<file path="src/rtl/sevenseg_scan_ctrl.sv">
// Eight-digit common-anode seven-segment scanner: double-buffered digit store,
// one digit per slot, PWM brightness within the slot, optional leading-zero blanking.
module sevenseg_scan_ctrl #(
    parameter int CLK_HZ   = 100_000_000,
    parameter int FRAME_HZ = 1000
) (
    input  logic       clock,
    input  logic       reset,
    input  logic       enable,
    input  logic       wr_en,
    input  logic [2:0] wr_addr,
    input  logic [3:0] wr_data,
    input  logic       blank_lz,
    input  logic [2:0] brightness,
    output logic [7:0] anode_assert,
    output logic [6:0] segs,
    output logic       frame_start
);
    localparam int SUB_CYC = CLK_HZ / (FRAME_HZ * 64);
    localparam int PW      = (SUB_CYC > 1) ? $clog2(SUB_CYC) : 1;

    localparam logic [0:0] IDLE = 1'b0;
    localparam logic [0:0] SCAN = 1'b1;

    logic [0:0]      state_q;
    logic [7:0][3:0] shadow_q, active_q, view;
    logic [2:0]      idx_q, sub_q;
    logic [PW-1:0]   presc_q;
    logic [7:0]      zero_from;
    logic            frame_copy, blanked, lit, presc_last;
    logic [6:0]      seg_next;

    function automatic logic [6:0] decode(input logic [3:0] d);
        case (d)
            4'h0: decode = 7'h40;  4'h1: decode = 7'h79;
            4'h2: decode = 7'h24;  4'h3: decode = 7'h30;
            4'h4: decode = 7'h19;  4'h5: decode = 7'h12;
            4'h6: decode = 7'h02;  4'h7: decode = 7'h78;
            4'h8: decode = 7'h00;  4'h9: decode = 7'h10;
            4'hA: decode = 7'h08;  4'hB: decode = 7'h03;
            4'hC: decode = 7'h46;  4'hD: decode = 7'h21;
            4'hE: decode = 7'h06;  default: decode = 7'h0E;
        endcase
    endfunction

    // On the frame-start edge the output register must already see the freshly
    // copied frame, so drive from the shadow directly for that one cycle.
    assign frame_copy = (state_q == SCAN) && enable &&
                        (idx_q == 3'd0) && (sub_q == 3'd0) && (presc_q == '0);
    assign view       = frame_copy ? shadow_q : active_q;
    assign presc_last = (presc_q == PW'(SUB_CYC - 1));

    always_comb begin
        logic above;
        zero_from = '0;
        above     = 1'b1;
        for (int i = 7; i >= 0; i--) begin
            above        = above && (view[i] == 4'd0);
            zero_from[i] = above;
        end
    end

    assign blanked  = blank_lz && (idx_q != 3'd0) && zero_from[idx_q];
    assign lit      = (sub_q <= brightness) && !blanked;
    assign seg_next = decode(view[idx_q]);

    always_ff @(posedge clock) begin
        if (reset) begin
            state_q      <= IDLE;
            shadow_q     <= '0;
            active_q     <= '0;
            idx_q        <= '0;
            sub_q        <= '0;
            presc_q      <= '0;
            anode_assert <= 8'hFF;
            segs         <= 7'h7F;
            frame_start  <= 1'b0;
        end else begin
            if (wr_en)
                shadow_q[wr_addr] <= wr_data;
            anode_assert <= 8'hFF;
            segs         <= 7'h7F;
            frame_start  <= 1'b0;
            case (state_q)
                IDLE: begin
                    idx_q   <= '0;
                    sub_q   <= '0;
                    presc_q <= '0;
                    if (enable)
                        state_q <= SCAN;
                end
                default: begin
                    if (!enable) begin
                        state_q <= IDLE;
                        idx_q   <= '0;
                        sub_q   <= '0;
                        presc_q <= '0;
                    end else begin
                        if (frame_copy) begin
                            active_q    <= shadow_q;
                            frame_start <= 1'b1;
                        end
                        if (lit) begin
                            anode_assert <= ~(8'd1 << idx_q);
                            segs         <= seg_next;
                        end
                        if (presc_last) begin
                            presc_q <= '0;
                            sub_q   <= sub_q + 3'd1;
                            if (sub_q == 3'd7)
                                idx_q <= idx_q + 3'd1;
                        end else begin
                            presc_q <= presc_q + PW'(1);
                        end
                    end
                end
            endcase
        end
    end
endmodule

</file>
<file path="config.mk">
export PLATFORM = sky130hd
export DESIGN_NAME = sevenseg_scan_ctrl
export DESIGN_NICKNAME = d
export VERILOG_FILES = /design/src/rtl/sevenseg_scan_ctrl.sv
export SDC_FILE = /design/constraint.sdc
export NUM_CORES = 1
export LEC_CHECK = 0
export ABC_AREA = 1
export CORE_ASPECT_RATIO = 0.9
export CORE_MARGIN = 2
export CORE_UTILIZATION = 50
export CTS_BUF_LIST = sky130_fd_sc_hd__clkbuf_4 sky130_fd_sc_hd__clkbuf_8
export DETAILED_ROUTE_END_ITERATION = 6
export PLACE_DENSITY = 0.72
export SLEW_MARGIN = 20
export SYNTH_ARGS = -nofsm -noshare
export SYNTH_HDL_FRONTEND = slang
export SYNTH_SLANG_ARGS = --single-unit
</file>
<file path="constraint.sdc">
create_clock -name clock -period 3.75 [get_ports clock]
set_clock_uncertainty 0.1 [all_clocks]
set_input_delay 0.9375 -clock clock [delete_from_list [all_inputs] [get_ports clock]]
set_output_delay 0.9375 -clock clock [all_outputs]
set_load 0.02 [all_outputs]
</file>
==> out/results.txt, run 1 <==
Clock sinks = 98
Register-to-register setup slack = 870 ps
Starting density of the core = 50.7%
Post-Syn Instances = 709
Run status = finished clean
Min-Delay Path Class = reg2reg
Total grt overflow = 0
Cells resized by post-CTS repair = 0
Via Count = 4,314
Maxcap violations = 0
Critical path cell sequence = clkdlybuf4s50_1, nand2_1, inv_1, nand2_1, nor2_1, buf_4, nand3_1, nand3_1, inv_1, nor2_1, nand2_1, nand2_1, inv_1, ha_1, nand3_1, nand2_1, a21oi_1, nand2_1
Io pins = 31
Routed WL = 10,500 µm
Max IR drop VDD = 0.000168 V
Least-Margin Pin Slew = 697 ps
Worst-case clock buffer depth = 2
Via density per instance = 4.98
EDFF count, synth = 0
N_diodes = 0
Peak Freq = 0.306 GHz
Worst Hold Path Cells = 2
Worst relative slew slack = 53.5%
DP Cell Count = 850
Post-CTS Setup Inserts = 0
Rows = 34
Slew Limit Fails = 0
GPL Wtd Cong = 0.862
Initial antenna violation count = 0
CP arrival = 3420 ps
RR Startpoint = idx_q[1]
Port bufs = 30
Slowest stage cell, crit path = clkdlybuf4s50_1
Final Instance Count excl. Fillers = 866
Post-Synthesis Net Count = 745
Total Nets Final = 771
Worst reg-to-reg path cell count = 19
CP top delay family = simple AND/OR/NAND/NOR gates
Tcrit/Tclk final = 87.1%
Die height = 97.3 µm
Setup TNS = 0 ps
Largest net degree at the start of global routing = 35
Clock buffer count from CTS = 9
Max incr delay on CP = 480 ps
Total Routing Usage GR = 21.3%
Netlist cell types = 33
Worst r2r dst = segs[5]
Layout Area Growth over Synthesis = 12.3%
DRT iter0 DRCs = 249
Worst Setup Start Kind = primary input
Crit Path Max Fanout = 19
Area occupied by multi-input gates = 2380 µm²
Seq. cell area = 1960 µm²
Static Leakage = 2.50 nW
Final hold vios = 0
Clk root buf = clkbuf_8
Hold buffers post-CTS = 0
CTS tree = done
DRT Pass-1 Iters = 5
CTS H-tree lvls = 3
Number of global-route vias before repair = 3,898
Syn avg cell area = 6.82 µm²
Final core occ = 57.0%
Die Footprint = 10,500 µm²
Tmin final = 3270 ps
RSZ-0062 raised after global routing = no
Yosys warns = 0
Core area = 9530 µm²
Sink of the worst hold path = shadow_q[2]
Ys async rst share = 0%
P per Cell Area = 368 nW/µm²
Top_reg_cell synth = dfxtp_1
Share of layout cells above drive strength 1 = 5.68%
Total buffers and inverters traversed by the critical path = 5
Final setup violation count = 0
DRC viols = 0
Most frequent CP cell = nand2_1
HP Start = shadow_q[2]
First-pass GRT wire length = 18,000 µm
Syn Std Cell Area = 4830 µm²
Clock Latency Late Sink = 370 ps
Fill count = 951
Wire length per cell = 12.1 µm
Detail Route Antenna Nets = 0
DP Wirelength = 7860 µm
Register bit total from synthesis = 98
Sequential share of the synthesized area = 40.6%
Die width = 108 µm
Req. time, crit path = 3910 ps
Critical path type = in2reg
CP Capture Type = flop
Clock slew at reported path FFs = 100 ps
metrics by stage:
step | setup WS [ps] | total power, mW | hold slack (ps) | instance area (µm²)
6_report | 484 | 2.00 | 359 | 5430
5_1_grt | 130 | 2.09 | 392 | 5430
4_1_cts | 492 | 2.01 | 362 | 5430
3_5_place_dp | 106 | 1.31 | 346 | 5230
3_3_place_gp | 208 | 1.30 | 348 | 5230
2_1_floorplan | 862 | 1.25 | 330 | 4830
cell families after synthesis:
| group | synth area share [%] |
|---|---|
| and+or+nand+nor | 35.6 |
| buffers and inverters | 10.1 |
| DFF | 40.6 |
| AOI/OAI and AO/OA | 8.13 |
| adders and majority gates | 5.44 |
| xor gates and xnor gates | 0.181 |
placed cells by master (no fill, tap or decap), drive strengths merged, types with 2 or more instances in the layout:
cell type,synthesis,final
clkbuf,15,9
o21ai,46,46
nand3,56,56
nor3,5,5
nor2,146,146
nor3b,2,2
buf,8,8
clkdlybuf4s50,0,30
inv,95,99
and2,4,4
clkinv,1,3
ha,21,21
dfxtp,98,98
a211oi,2,2
nor4,2,2
nand4,8,8
nand3b,12,12
a21oi,24,24
nand2,159,159
final cells by class:
class | count | area share (%)
clock buffers | 9 | 2.28
flip-flops and latches | 98 | 36.1
inverters | 96 | 6.64
clock inverters | 7 | 1.50
repair buffers | 38 | 6.64
multi-input cells | 492 | 43.9
well taps | 126 | 2.90
flip-flops by register name, indices dropped and copies added (netlist names):
name / cells
anode_assert: 8
frame_start: 1
idx_q: 3
presc_q: 11
active_q: 32
sub_q: 3
segs: 7
shadow_q: 32
state_q: 1
report_power, final:
group	switching, mW	internal, mW
clock	0.390	0.320
sequential	0.0115	1.07
combinational	0.133	0.0739
tightest hold or removal path: cells and delay by family (launching register included):
| family | cells | cell delay, ps |
|---|---|---|
| flip-flops | 1 | 310 |
| buffers and inverters | 1 | 60 |
| AO/OA/AOI/OAI | 1 | 50 |
worst max path at each step:
stage | startpoint | end | slack (ps) | depth (start not counted)
floorplan | enable | segs[5] | 860 | 18
global placement | enable | segs[0] | 210 | 20
detailed placement | enable | segs[0] | 110 | 20
CTS | enable | segs[0] | 490 | 20
global route | enable | segs[0] | 130 | 20
finish | enable | segs[5] | 480 | 18
per-layer routing:
layer	up-vias	share of wire [%]	GRT usage, %	wire length, µm
met5	-	0	0	0
met1	1923	52	30.9	5460
met4	0	1.5	6.90	157
li1	2274	-	-	-
met3	16	4.6	4.29	480
met2	101	42	31.6	4420
synth_stat cells (all sizes together) (2+ instances only):
| library cell | number | share of area, % |
|---|---|---|
| nand2 | 159 | 13 |
| nor2 | 146 | 12 |
| dfxtp | 98 | 41 |
| inv | 95 | 7.4 |
| nand3 | 56 | 5.9 |
| o21ai | 46 | 4.8 |
| a21oi | 24 | 2.7 |
| ha | 21 | 5.4 |
| clkbuf | 15 | 1.2 |
| nand3b | 12 | 1.9 |
| buf | 8 | 1.4 |
| nand4 | 8 | 1.0 |
| nor3 | 5 | 0.52 |
| and2 | 4 | 0.52 |
| a211oi | 2 | 0.31 |
| nor3b | 2 | 0.31 |
| nor4 | 2 | 0.26 |
No activity file was read; power rests on OpenSTA's default activity.
==> run 2: changes to the inputs <==
--- a/config.mk
+++ b/config.mk
@@ -8,10 +8,10 @@
 export ABC_AREA = 1
 export CORE_ASPECT_RATIO = 0.9
 export CORE_MARGIN = 2
-export CORE_UTILIZATION = 50
+export CORE_UTILIZATION = 35
 export CTS_BUF_LIST = sky130_fd_sc_hd__clkbuf_4 sky130_fd_sc_hd__clkbuf_8
 export DETAILED_ROUTE_END_ITERATION = 6
-export PLACE_DENSITY = 0.72
+export SKIP_CTS_REPAIR_TIMING = 1
 export SLEW_MARGIN = 20
 export SYNTH_ARGS = -nofsm -noshare
 export SYNTH_HDL_FRONTEND = slang
==> run 2 against run 1 <==
Via count down 3.2%; wire length grew 4.3%; sequential cell count unchanged; maximum frequency grew 1.2%; die area rose by 41%; critical path type unchanged; largest power group unchanged; highest routed layer unchanged.
==> out/results.txt, run 2 (same netlist as run 1, synthesis figures left out) <==
Routed WL = 11,000 µm
Register-to-register setup slack = 840 ps
Crit Path Max Fanout = 19
Rows = 40
Pre-CTS setup slack = 143 ps
Io pins = 31
DRT Pass-1 Iters = 4
Worst relative slew slack = 51.0%
Setup TNS = 0 ps
Final worst slack = 524 ps
Maxcap violations = 0
Finished Cell Area = 5560 µm²
Die Footprint = 14,800 µm²
Detail Route Antenna Nets = 0
Clock buffer count from CTS = 9
Core area = 13,400 µm²
Worst Hold Path Cells = 2
RSZ-0062 raised after global routing = no
Tot Pwr = 2.10 mW
Run status = finished clean
Sink of the worst hold path = shadow_q[2]
Min-Delay Path Class = reg2reg
Total grt overflow = 0
Share of layout cells above drive strength 1 = 6.18%
DRT iter0 DRCs = 240
Largest net degree at the start of global routing = 35
CP Launch Point = enable
Hold WS = 367 ps
CP Capture Type = flop
Layout Area Growth over Synthesis = 15.1%
Clock share of power = 38.7%
CP arrival = 3380 ps
Via density per instance = 4.58
Register share of total power = 51.3%
Least-Margin Pin Slew = 735 ps
HP Start = shadow_q[2]
Net load switching power = 0.514 mW
RR Startpoint = idx_q[1]
Static Leakage = 2.53 nW
Req. time, crit path = 3910 ps
Via Count = 4,175
Fill count = 1,422
Tcrit/Tclk final = 86.0%
Tmin final = 3230 ps
N_diodes = 0
Worst-case clock buffer depth = 2
GPL Wtd Cong = 0.850
Most common cell after layout, fill and taps aside = nand2_1
Initial antenna violation count = 0
DP Wirelength = 8150 µm
Die width = 128 µm
Internal Pwr Total = 1.59 mW
DRC viols = 0
Comb pwr share = 10.0%
Port bufs = 30
Slew Limit Fails = 0
Number of global-route vias before repair = 3,832
Die height = 115 µm
Worst r2r dst = segs[5]
Total Nets Final = 775
Starting density of the core = 36.0%
Max IR drop VDD = 0.000199 V
P per Cell Area = 377 nW/µm²
DP Area = 5320 µm²
Peak Freq = 0.310 GHz
Final setup violation count = 0
Final hold vios = 0
First-pass GRT wire length = 18,400 µm
Worst reg-to-reg path cell count = 19
Clock Latency Late Sink = 370 ps
Worst Setup Start Kind = primary input
Critical path type = in2reg
CTS tree = done
Switching Share = 24.5%
Clock sinks = 98
Clk root buf = clkbuf_8
Commonest cells after routing, fill and taps aside = 152 x nand2_1, 139 x nor2_1, 98 x dfxtp_1
Clock slew at reported path FFs = 90 ps
CTS H-tree lvls = 3
Biggest regs = active_q: 32 flops, shadow_q: 32 flops, presc_q: 11 flops
Total Routing Usage GR = 15.8%
Wire length per cell = 12.0 µm
[run 2: cell count changes in the layout (fill, tap and decap cells not counted), sizes merged]
cell / previous run / this run
bufinv: 1 / 3
clkinv: 3 / 2
inv: 99 / 95
clkinvlp: 0 / 3
buf: 8 / 12
[run 2: layer usage]
| layer | routed length [µm] | vias to the layer above | GRT usage (%) |
|---|---|---|---|
| li1 | - | 2267 | - |
| met1 | 5390 | 1843 | 20.5 |
| met5 | 0 | - | 0 |
| met3 | 388 | 10 | 3.74 |
| met2 | 5050 | 55 | 26.2 |
| met4 | 146 | 0 | 5.13 |
[run 2: critical path: stages]
cell and delay [ps]:
clkdlybuf4s50_1 470, nand2_1 90, inv_1 80, nand2_1 50
nor2_1 130, buf_4 250, nand3b_1 130, nand2_1 140
nand2_1 80, nand3_1 70, nand2_1 50, nand2_1 170
inv_1 110, ha_1 230, nand3_1 130, nand2_1 80
a21oi_1 120, nand2_1 60
[run 2: worst max path at each step]
stage          slack, ps      end  cells after the start
4_1_cts              530  segs[5]                     18
3_5_place_dp         140  segs[5]                     18
3_3_place_gp         170  segs[6]                     18
6_report             520  segs[5]                     18
2_1_floorplan        860  segs[5]                     18
5_1_grt              250  segs[3]                     18
[run 2: per-stage QoR]
stage / util, % / cells
2_1_floorplan: - / 709
3_3_place_gp: 39.7 / 896
3_5_place_dp: 39.7 / 896
4_1_cts: 41.5 / 912
5_1_grt: 41.5 / 912
6_report: 41.5 / 912
[run 2: area by class of cell]
type / instances / area, µm² / share of cell area [%]
timing repair buffer: 42 / 403 / 7.24
multi-input combinational: 492 / 2380 / 42.9
clock inverter: 7 / 118 / 2.11
inverter: 96 / 360 / 6.48
sequential: 98 / 1960 / 35.3
clock buffer: 9 / 124 / 2.23
tap: 168 / 210 / 3.78
[run 2: power by group through the flow]
stage / Sequential (mW) / Clock (mW) / Combinational (mW)
floorplan: 1.10 / 0 / 0.148
global placement: 1.10 / 0 / 0.210
detailed placement: 1.10 / 0 / 0.210
CTS: 1.08 / 0.840 / 0.210
global route: 1.08 / 0.881 / 0.242
finish: 1.08 / 0.813 / 0.209
==> patch 1: new RTL, flow settings as in run 2 <==
Register the inputs `enable`, `wr_en`, `wr_addr`, `wr_data`, `blank_lz` and `brightness` before use. The logic sees them one clock later.
--- a/src/rtl/sevenseg_scan_ctrl.sv
+++ b/src/rtl/sevenseg_scan_ctrl.sv
@@ -22,6 +22,22 @@
     localparam logic [0:0] IDLE = 1'b0;
     localparam logic [0:0] SCAN = 1'b1;
 
+    logic enable_q;
+    logic wr_en_q;
+    logic [2:0] wr_addr_q;
+    logic [3:0] wr_data_q;
+    logic blank_lz_q;
+    logic [2:0] brightness_q;
+
+    always_ff @(posedge clock) begin
+        enable_q     <= enable;
+        wr_en_q      <= wr_en;
+        wr_addr_q    <= wr_addr;
+        wr_data_q    <= wr_data;
+        blank_lz_q   <= blank_lz;
+        brightness_q <= brightness;
+    end
+
     logic [0:0]      state_q;
     logic [7:0][3:0] shadow_q, active_q, view;
     logic [2:0]      idx_q, sub_q;
@@ -45,7 +61,7 @@
 
     // On the frame-start edge the output register must already see the freshly
     // copied frame, so drive from the shadow directly for that one cycle.
-    assign frame_copy = (state_q == SCAN) && enable &&
+    assign frame_copy = (state_q == SCAN) && enable_q &&
                         (idx_q == 3'd0) && (sub_q == 3'd0) && (presc_q == '0);
     assign view       = frame_copy ? shadow_q : active_q;
     assign presc_last = (presc_q == PW'(SUB_CYC - 1));
@@ -60,8 +76,8 @@
         end
     end
 
-    assign blanked  = blank_lz && (idx_q != 3'd0) && zero_from[idx_q];
-    assign lit      = (sub_q <= brightness) && !blanked;
+    assign blanked  = blank_lz_q && (idx_q != 3'd0) && zero_from[idx_q];
+    assign lit      = (sub_q <= brightness_q) && !blanked;
     assign seg_next = decode(view[idx_q]);
 
     always_ff @(posedge clock) begin
@@ -76,8 +92,8 @@
             segs         <= 7'h7F;
             frame_start  <= 1'b0;
         end else begin
-            if (wr_en)
-                shadow_q[wr_addr] <= wr_data;
+            if (wr_en_q)
+                shadow_q[wr_addr_q] <= wr_data_q;
             anode_assert <= 8'hFF;
             segs         <= 7'h7F;
             frame_start  <= 1'b0;
@@ -86,11 +102,11 @@
                     idx_q   <= '0;
                     sub_q   <= '0;
                     presc_q <= '0;
-                    if (enable)
+                    if (enable_q)
                         state_q <= SCAN;
                 end
                 default: begin
-                    if (!enable) begin
+                    if (!enable_q) begin
                         state_q <= IDLE;
                         idx_q   <= '0;
                         sub_q   <= '0;
Function: changed (Yosys sat finds a counterexample within 4 cycles, from zero or initial values and one cycle with reset high).
==> patch 1 against run 2 <==
Non-clock buffer count decreased by 8; sequential cell count increased by 13; design area increased by 5.0%; count of clock-buffer cells in the layout increased by 1; area after synthesis increased by 6.9%; critical path depth unchanged; wire length increased by 2.3%; maximum frequency increased by 5.9%; setup slack improved by 0.18 ns; clock power decreased by 5.2%; power increased by 4.8%; critical endpoint unchanged; largest cell class unchanged; highest routed layer unchanged.
==> patch 1: results (changes against run 2) <==
[status]
run_status=complete, no violations  ; unchanged

[logic_synthesis]
primary_ff_master_synth=sky130_fd_sc_hd__dfxtp_1  ; unchanged
synth_xor_area_share_pct=0.339  ; was 0.181%
synth-adder-area-share_pct=5.09  ; was 5.44%
sequential_cell_area_fraction_in_the_yosys_report_pct=43.0  ; was 40.6%
synth.cells.most_frequent=207 x sky130_fd_sc_hd__nand2_1, 111 x sky130_fd_sc_hd__dfxtp_1, 105 x sky130_fd_sc_hd__inv_1, 105 x sky130_fd_sc_hd__nor2_1, 60 x sky130_fd_sc_hd__nand3_1  ; was 152 x sky130_fd_sc_hd__nand2_1, 139 x sky130_fd_sc_hd__nor2_1, 98 x sky130_fd_sc_hd__dfxtp_1, 94 x sky130_fd_sc_hd__inv_1, 55 x sky130_fd_sc_hd__nand3_1
cell_types_occupying_the_most_area_after_synthesis=sky130_fd_sc_hd__dfxtp_1 43%, sky130_fd_sc_hd__nand2_1 15%, sky130_fd_sc_hd__inv_1 7.6%  ; was sky130_fd_sc_hd__dfxtp_1 41%, sky130_fd_sc_hd__nand2_1 12%, sky130_fd_sc_hd__nor2_1 11%
async_flop_share_pct=0  ; unchanged
yosys_warnings=0  ; unchanged
synth_mux_area_share_pct=0  ; unchanged
synth.distinct_cells=31  ; was 33
synth_nets=777  ; was 745
synth-compound-area-share_pct=7.27  ; was 8.13%

[power]
irDropWorstVdd_mv=0.242  ; was 0.199 mV
total_leakage_power_nw=2.59  ; was 2.53 nW

[final_layout]
reg_top3=active_q (32), shadow_q (32), presc_q (11)  ; unchanged
antenna-diode-count=0  ; unchanged
layout.nets=801  ; was 775
share_of_post_route_cells_with_drive_strength_above_1_pct=4.81  ; was 6.18%

[clock_tree]
ctsRootBufferMaster=sky130_fd_sc_hd__clkbuf_8  ; unchanged
htree_num_levels=3  ; unchanged
clkLatencyLatePin_ns=0.41  ; was 0.37 ns
cts_made_buffers=9  ; unchanged
clk_transition_reported_paths_ns=0.11  ; was 0.09 ns
max_buffers_root_to_sink=2  ; unchanged

[placed_design]
placed_cell_area_um2=5630  ; was 5320 um^2
routabilityCongestion=0.850  ; about the same
place_hpwl_mm=8.28  ; was 8.15 mm
placement.io_buffers=30  ; unchanged

[route]
dr.first_iter.drc_count=210  ; was 240
detail_route.vias_per_cell=4.42  ; was 4.58
finalWirelength_mm=11.2  ; was 11.0 mm
detail_route.first_pass.iterations=5  ; was 4

[worst_setup_path]
cp_max_fo=25  ; was 19
critPathMaxStageDelay_ns=0.38  ; was 0.47 ns
worst-endpoint-arrival_ns=3.23  ; was 3.38 ns
path_delay_family=simple AND/OR/NAND/NOR gates  ; unchanged
crit_slowest_cell=sky130_fd_sc_hd__dfxtp_1  ; was sky130_fd_sc_hd__clkdlybuf4s50_1

[min_path]
hold_path_class=reg2reg  ; unchanged

[global_route]
first_global_vias=3911  ; was 3832
grt_start_max_net_pins=66  ; was 35
global_route.usage.total_pct=15.4  ; was 15.8%
grt_antenna_before_repair=0  ; unchanged
grt_pass1_wl_mm=19.3  ; was 18.4 mm

[timing]
timing.max_slew.rel_slack_pct=53.3  ; was 51.0%

-- patch 1: changes by cell type after synthesis, moves of 7 or more --
cell and delta:
sky130_fd_sc_hd__nand2_1 +55, sky130_fd_sc_hd__nor2_1 -34, sky130_fd_sc_hd__o21ai_0 -34, sky130_fd_sc_hd__a21oi_1 +16, sky130_fd_sc_hd__a211oi_1 +13, sky130_fd_sc_hd__dfxtp_1 +13, sky130_fd_sc_hd__inv_1 +11, sky130_fd_sc_hd__clkbuf_1 -7
sky130_fd_sc_hd__nand4_1 -7
-- patch 1: metal layers --
metal / vias up / global-route usage, % / wire length (um)
met5: - / 0 / 0
met4: 0 / 4.89 / 152
met3: 15 / 4.60 / 454
met2: 58 / 21.3 / 4490
met1: 1847 / 22.7 / 6120
li1: 2354 / - / -
-- patch 1: per-stage QoR --
step / setup slack [ns] / cells
after floorplan: 1.15 / 741
after global placement: 0.784 / 952
after detailed placement: 0.713 / 952
after CTS: 0.671 / 968
after global routing: 0.266 / 968
final: 0.703 / 968
-- patch 1: path summary, 6_finish.rpt --
kind | start | end | slack, ns | cells after the start
setup / recovery | idx_q[1] | segs[5] | 0.70 | 18
hold / removal | enable_q | state_q | 0.34 | 2
setup reg to reg | idx_q[1] | segs[5] | 0.70 | 18
hold reg to reg | enable_q | state_q | 0.34 | 2
-- patch 1: report_power, final --
part | leakage [nW] | internal (mW) | switching, mW
combinational | 1.59 | 0.0722 | 0.129
sequential | 0.904 | 1.21 | 0.0167
clock | 0.104 | 0.328 | 0.443
total | 2.59 | 1.61 | 0.589
-- patch 1: cell type report --
cell class                 instances  area [um^2]
sequential                       111         2220
clock buffer                      10          131
timing repair buffer              34          325
inverter                         106          398
fill                            1546         8710
tap                              198          248
clock inverter                     6         80.1
multi-input combinational        503         2440
==> patch 2: new RTL, config.mk and constraints of run 2 <==
Made on the original files. Change the parameter `FRAME_HZ` from 1000 to 500.
--- a/src/rtl/sevenseg_scan_ctrl.sv
+++ b/src/rtl/sevenseg_scan_ctrl.sv
@@ -2,7 +2,7 @@
 // one digit per slot, PWM brightness within the slot, optional leading-zero blanking.
 module sevenseg_scan_ctrl #(
     parameter int CLK_HZ   = 100_000_000,
-    parameter int FRAME_HZ = 1000
+    parameter int FRAME_HZ = 500
 ) (
     input  logic       clock,
     input  logic       reset,
Behaviour: no difference found for any inputs over 10 cycles, from zero or initial values and one cycle with reset high; that may be too few to reach the edited logic, so the function may still have changed.
==> patch 2 against run 2 <==
Global-route usage rose by 0.90 points; sequential cell count rose by 1; maximum frequency shrank 4.0%; design area increased by 1.9%; final cell count rose by 4.1%; non-clock buffer count did not move; setup slack got worse by 0.14 ns; synthesized cell count increased by 1.7%; wire length up 5.8%; power shrank 3.9%; area after synthesis rose by 2.6%; clock power decreased by 8.6%; critical path type unchanged; largest power group unchanged.
==> patch 2: results (changes against run 2) <==
[status]
run_status=complete, no violations  ; unchanged

[route]
finalWirelength_mm=11.6  ; was 11.0 mm
detail_route.first_pass.iterations=5  ; was 4

[clock_tree]
clkLatencyLatePin_ns=0.39  ; was 0.37 ns

[final_layout]
seq-cell-share_pct=35.0  ; was 35.3%
share_of_post_route_cells_with_drive_strength_above_1_pct=7.01  ; was 6.18%
comb.multi_input.count=484  ; was 492
reg_top3=active_q (32), shadow_q (32), presc_q (12)  ; was active_q (32), shadow_q (32), presc_q (11)
layout.nets=786  ; was 775
layout.buffer.nonclock.area_share_pct=6.89  ; was 7.24%
inverters_excl_clock=115  ; was 96

[logic_synthesis]
sequential_cell_area_fraction_in_the_yosys_report_pct=40.0  ; was 40.6%
cell_types_occupying_the_most_area_after_synthesis=sky130_fd_sc_hd__dfxtp_1 40%, sky130_fd_sc_hd__nand2_1 11%, sky130_fd_sc_hd__nor2_1 8.6%  ; was sky130_fd_sc_hd__dfxtp_1 41%, sky130_fd_sc_hd__nand2_1 12%, sky130_fd_sc_hd__nor2_1 11%
yosys_register_bits=99  ; was 98
synth_xor_area_share_pct=0.530  ; was 0.181%
synth.cell_area_um2=4960  ; was 4830 um^2

[min_path]
min_delay_path_depth=1  ; was 2

[placed_design]
routabilityCongestion=0.894  ; was 0.850

[global_route]
global_route.usage.total_pct=16.7  ; was 15.8%
use_met1_pct=23.1  ; was 20.5%
groute.layer.met2.usage_pct=26.0  ; was 26.2%
grt_pass1_wl_mm=19.7  ; was 18.4 mm
global_route.usage.met3_pct=4.82  ; was 3.74%

[worst_setup_path]
worst_setup_path_endpoint=segs[2]  ; was segs[5]
critPathMaxStageDelay_ns=0.50  ; was 0.47 ns
r2r-start=idx_q[0]  ; was idx_q[1]

[power]
internal_power_mw=1.51  ; was 1.59 mW
irDropWorstVdd_mv=0.191  ; was 0.199 mV

[timing]
timing.max_slew.rel_slack_pct=51.1  ; was 51.0%

## patch 2: cell types whose count changed after synthesis, sizes merged, moves of 6 or more
cell    change
o21ai       +6
nand3       -9
a21oi      +18
nand3b     -11
inv        +19
nand2       -8
nand4      +23
nor2       -26
## patch 2: power by group through the flow
stage	combinational, mW	clock (mW)	sequential [mW]
after floorplan	0.129	0	1.11
after global placement	0.189	0	1.11
after detailed placement	0.188	0	1.11
after CTS	0.189	0.767	1.08
after global routing	0.220	0.809	1.09
final	0.189	0.743	1.08
## patch 2: per-layer routing
metal	wire, um	share of wire [%]
met5	0	0
met3	588	5.1
met2	5180	45
met1	5680	49
met4	160	1.4
## patch 2: stage by stage
stage	worst slack (ns)	hold slack, ns	instances	total power, mW
after floorplan	0.764	0.317	721	1.24
after global placement	0.0794	0.334	933	1.30
after detailed placement	0.0408	0.335	933	1.30
after CTS	0.457	0.357	949	2.04
after global routing	0.115	0.370	949	2.12
final	0.388	0.358	949	2.02
